## config.mk

```make
export PLATFORM = sky130hd
export DESIGN_NAME = rv64_seq_divider
export DESIGN_NICKNAME = d
export VERILOG_FILES = /design/src/rtl/rv64_seq_divider.sv
export SDC_FILE = /design/constraint.sdc
export NUM_CORES = 1
export LEC_CHECK = 0
export CORE_ASPECT_RATIO = 0.5
export CORE_MARGIN = 1
export CORE_UTILIZATION = 41
export CTS_CLUSTER_SIZE = 16
export DETAILED_ROUTE_END_ITERATION = 10
export SLEW_MARGIN = 20
export SYNTH_ARGS = -nofsm -noshare
export SYNTH_HDL_FRONTEND = slang
export SYNTH_SLANG_ARGS = --single-unit
```

## constraint.sdc

```tcl
create_clock -name clk -period 15.62 [get_ports clk]
set_input_delay 3.124 -clock clk [delete_from_list [all_inputs] [get_ports clk]]
set_output_delay 3.124 -clock clk [all_outputs]
set_load 0.1 [all_outputs]
```

## src/rtl/rv64_seq_divider.sv

```systemverilog
// rv64_seq_divider: radix-2 restoring RV64M divider, single-cycle special cases under `RV_DIV_FAST_SPECIAL_EN
module rv64_seq_divider #(
  parameter int XLEN = 64
) (
  input  logic            clk,
  input  logic            rst_n,
  input  logic            start,
  input  logic [1:0]      op,
  input  logic [XLEN-1:0] dividend,
  input  logic [XLEN-1:0] divisor,
  input  logic            abort,
  output logic            busy,
  output logic            done,
  output logic [XLEN-1:0] result
);
  localparam int CW = $clog2(XLEN) + 1;
  typedef enum logic [1:0] {IDLE, CALC, DONE} state_t;
  state_t          state;
  logic [CW-1:0]   cnt;
  logic [XLEN:0]   rem, rem_sh, trial, rem_nx;
  logic [XLEN-1:0] quo, quo_nx, dvs, a_abs, b_abs, mag, fix, spec_res;
  logic            rem_sel, neg, a_neg, b_neg, special;
  always_comb begin
    a_neg = ~op[0] & dividend[XLEN-1];
    b_neg = ~op[0] & divisor[XLEN-1];
    a_abs = a_neg ? -dividend : dividend;
    b_abs = b_neg ? -divisor : divisor;
    rem_sh = {rem[XLEN-1:0], quo[XLEN-1]};
    trial = rem_sh - {1'b0, dvs};
    rem_nx = trial[XLEN] ? rem_sh : trial;
    quo_nx = {quo[XLEN-2:0], ~trial[XLEN]};
    mag = rem_sel ? rem_nx[XLEN-1:0] : quo_nx;
    fix = neg ? -mag : mag;
`ifdef RV_DIV_FAST_SPECIAL_EN
    special = (divisor == '0) | (~op[0] & (dividend == {1'b1, {(XLEN-1){1'b0}}}) & (&divisor));
    spec_res = (divisor == '0) ? (op[1] ? dividend : '1) : (op[1] ? '0 : dividend);
`else
    special = 1'b0;
    spec_res = '0;
`endif
  end
  always_ff @(posedge clk or negedge rst_n) begin
    if (!rst_n) begin
      state <= IDLE;
      busy <= 1'b0;
      done <= 1'b0;
      result <= '0;
      cnt <= '0;
      rem <= '0;
      quo <= '0;
      dvs <= '0;
      neg <= 1'b0;
      rem_sel <= 1'b0;
    end else if (abort) begin
      state <= IDLE;
      busy <= 1'b0;
      done <= 1'b0;
    end else if (start && state != CALC) begin
      rem_sel <= op[1];
      neg <= op[1] ? a_neg : (a_neg ^ b_neg) & (divisor != '0);
      dvs <= b_abs;
      quo <= a_abs;
      rem <= '0;
      cnt <= '0;
      state <= special ? DONE : CALC;
      busy <= ~special;
      done <= special;
      if (special) result <= spec_res;
    end else if (state == CALC) begin
      rem <= rem_nx;
      quo <= quo_nx;
      cnt <= cnt + CW'(1);
      if (cnt == CW'(XLEN-1)) begin
        state <= DONE;
        busy <= 1'b0;
        done <= 1'b1;
        result <= fix;
      end
    end else begin
      state <= IDLE;
      done <= 1'b0;
    end
  end
endmodule

```

==> flow_summary.json <==
{
  "synth-simple-area-share": 0.199,
  "reg2reg_depth": 18,
  "cts_resized": 0,
  "n_antenna_cell": 0,
  "arrival_ns": 8.19,
  "overflow": 0,
  "cp.required_ns": 16.03,
  "die_height_um": 161,
  "place_hpwl_mm": 55.5,
  "hold-path-cell-count": 2,
  "path_class": "input port to flop",
  "clkPwrFrac": 0.159,
  "leakage_nw": 9.72,
  "startpoint_type": "input port",
  "area_growth_pct": 15.7,
  "avgSynthCellArea_um2": 7.85,
  "fin_skew_ns": 0.0168,
  "cts_root_buffer": "clkbuf_16",
  "finalNetCount": 2942,
  "h-tree-depth": 1,
  "switching_power_mw": 2.14,
  "sequentialPowerShare": 0.240,
  "cp-end-kind": "flop",
  "outcome": "complete, no violations",
  "postLayoutCoreUtil": 0.489,
  "regToRegSetupSlack_ns": 8.38,
  "worstReg2RegStart": "quo[63]",
  "slew_violations": 0,
  "relSlewSlack": 0.282,
  "drv_cap": 0,
  "synth_seq_cells": 268,
  "p_int_mw": 2.08,
  "finalHoldViolCount": 0,
  "powerDensity_mw_per_mm2": 175,
  "postCtsHoldBufs": 0,
  "drc": 0,
  "worst_pin_slew_ns": 1.08,
  "grt_max_degree": 113,
  "clock_path_buffers": 3,
  "antenna_left": 0,
  "finalCriticalPeriod_ns": 7.78,
  "syn_inst": 2650,
  "synthAdderAreaFrac": 0.0418,
  "place_congestion": 0.984,
  "setup_viol": 0,
  "ys_warn_count": 0,
  "hp-start": "dvs[60]",
  "rows": 57,
  "core_mm2": 0.0493,
  "path_max_fanout": 7,
  "seq_area_frac_synth": 0.322,
  "synth_ff_type": "dfrtp_1",
  "start_util": 0.422,
  "first_pass_iters": 6,
  "num_vias": 20100,
  "synthMuxAreaShare": 0.0328,
  "rsz0062_at_grt": "no",
  "worstSkewPairLatency_ns": 0.59,
  "avgRoutedWirePerCell_um": 21.2,
  "synth_async_sr_flop_share": 1.00,
  "antenna_found_initial": 1,
  "track_usage": 0.275,
  "syn-cell-area_mm2": 0.0208,
  "fp.dieW_um": 321,
  "syn_nets": 2853,
  "cts_buffers": 29,
  "pwr-share-comb": 0.602,
  "cts.clk_slew.worst_paths_ns": 0.06,
  "min_period_over_period": 0.498,
  "tns_ns": 0,
  "grt_pass1_wl_mm": 110,
  "design.die.area_mm2": 0.0517,
  "io_buffers": 199,
  "hp-class": "flop to flop",
  "cts_tree": "yes",
  "fill_cells": 4863,
  "crit_start": "divisor[2]",
  "ioPinCount": 200,
  "clkSinkCount": 268,
  "vias_per_cell": 5.84,
  "initialDrtViolationCount": 1869,
  "totalWireLength_mm": 72.8,
  "irDropWorstVdd_v": 0.000189,
  "grt_pass1_vias": 18500,
  "synth_compound_area_frac": 0.258,
  "synth_xor_area_frac": 0.0960,
  "post_cts.repair.setup_buffers": 0,
  "synth_top_family_by_area": "compound AO/OA/AOI/OAI gates",
  "synth_cell_types": 93,
  "drive_gt1_frac": 0.0511,
  "p_sw_frac": 0.507,
  "fmax_ghz": 0.129,
  "synth-edff-count": 0
}
[synthesized netlist by cell type (8+ instances only)]
| cell type | instances | area, um^2 |
|---|---|---|
| and2_1 | 14 | 87.6 |
| a21boi_0 | 10 | 75.1 |
| buf_2 | 21 | 105 |
| o22a_1 | 53 | 464 |
| ha_1 | 68 | 851 |
| a211oi_1 | 18 | 135 |
| nor2_1 | 231 | 867 |
| nand3_1 | 30 | 150 |
| dfrtp_1 | 268 | 6710 |
| o211ai_1 | 14 | 105 |
| o21a_1 | 10 | 75.1 |
| mux2i_1 | 52 | 521 |
| o21bai_1 | 11 | 82.6 |
| xor2_1 | 99 | 867 |
| nor2b_1 | 9 | 56.3 |
| clkbuf_1 | 121 | 454 |
| nand2b_1 | 25 | 156 |
| o31ai_1 | 42 | 315 |
| nand4_1 | 44 | 275 |
| nand3b_1 | 8 | 60.1 |
| buf_1 | 15 | 56.3 |
| nor3_1 | 64 | 320 |
| a31oi_1 | 16 | 100 |
| a22o_1 | 11 | 96.3 |
| nand2_1 | 348 | 1310 |
| a21oi_1 | 239 | 1200 |
| xnor2_1 | 129 | 1130 |
| o21ai_0 | 287 | 1440 |
| mux2_2 | 13 | 146 |
| and3_1 | 12 | 75.1 |
| or2_2 | 16 | 100 |
| inv_1 | 100 | 375 |
| o21ai_1 | 31 | 155 |
| nor4_1 | 27 | 169 |
| o41ai_1 | 11 | 96.3 |
| a21o_1 | 29 | 218 |
| and4_1 | 10 | 87.6 |
| or3_1 | 26 | 163 |
[metal layers]
metal,global-route usage,routed length [um],vias to the layer above
met3,0.0834,7970,75
met5,0,0,-
met1,0.434,36600,9592
met2,0.357,26900,774
li1,-,-,9627
met4,0.0515,1310,0
[layout make-up]
| class | instances | area [um^2] | share of cell area |
|---|---|---|---|
| inverter | 102 | 383 | 0.0159 |
| timing repair buffer | 221 | 2160 | 0.0896 |
| sequential | 268 | 6710 | 0.279 |
| clock buffer | 41 | 821 | 0.0341 |
| multi-input combinational | 2117 | 13100 | 0.544 |
| tap | 678 | 848 | 0.0352 |
| clock inverter | 10 | 66.3 | 0.00275 |
[power by group through the flow]
| stage | Sequential [mW] | Clock, mW | Combinational (mW) |
|---|---|---|---|
| after CTS | 1.00 | 0.685 | 2.47 |
| final | 1.01 | 0.671 | 2.54 |
| after detailed placement | 1.01 | 0 | 2.46 |
| after global routing | 1.02 | 0.710 | 2.75 |
| after global placement | 1.01 | 0 | 2.45 |
| after floorplan | 0.920 | 0 | 1.80 |
[worst max-delay path: stages]
cell and delay [ns]:
clkdlybuf4s50_1 0.47, or3_1 0.41, nor3_1 0.33, nand3_1 0.22, nor3_1 0.53, nand3_1 0.31
nor3_1 0.37, nand3_1 0.20, or4_1 0.47, nor4_1 0.38, nor3b_1 0.91, a21oi_1 0.20
xnor2_1 0.16, o21ai_0 0.10
[registers in the layout, indices dropped and copies added (netlist names)]
name,flops
busy,1
cnt,7
done,1
dvs,64
neg,1
quo,64
rem,64
rem_sel,1
result,64
state,1
[layout by cell type (no fill, tap or decap), types with 44 or more instances in the layout]
| cell | Yosys | final |
|---|---|---|
| a21oi_1 | 239 | 239 |
| clkdlybuf4s50_1 | 0 | 197 |
| dfrtp_1 | 268 | 267 |
| ha_1 | 68 | 68 |
| inv_1 | 100 | 100 |
| mux2i_1 | 52 | 52 |
| nand2_1 | 348 | 347 |
| nand4_1 | 44 | 44 |
| nor2_1 | 231 | 227 |
| nor3_1 | 64 | 64 |
| o21ai_0 | 287 | 287 |
| o22a_1 | 53 | 53 |
| xnor2_1 | 129 | 129 |
| xor2_1 | 99 | 99 |
[per-stage QoR]
| stage | total power [mW] | hold slack, ns | instances | worst slack, ns | cell area [um^2] |
|---|---|---|---|---|---|
| after floorplan | 2.72 | 0.450 | 2650 | 9.01 | 20800 |
| after global placement | 3.46 | 0.461 | 3386 | 7.42 | 23200 |
| after detailed placement | 3.47 | 0.470 | 3386 | 7.32 | 23200 |
| after CTS | 4.15 | 0.482 | 3437 | 7.92 | 24100 |
| after global routing | 4.49 | 0.496 | 3437 | 7.25 | 24100 |
| final | 4.23 | 0.476 | 3437 | 7.84 | 24100 |
[path summary, 6_finish.rpt]
kind | endpoint
min | dvs[60]
min reg2reg | dvs[60]
max | dvs[59]
max in group asynchronous | quo[46]
max reg2reg | result[58]
min in group asynchronous | dvs[15]
[kinds of logic after synthesis]
kind of cell | after synthesis
and+or+nand+nor | 887
DFF | 268
AOI/OAI and AO/OA | 867
muxes | 66
buffers and inverters | 265
adders and majority gates | 69
xor gates and xnor gates | 228
Power figures use the tool's default switching activity.
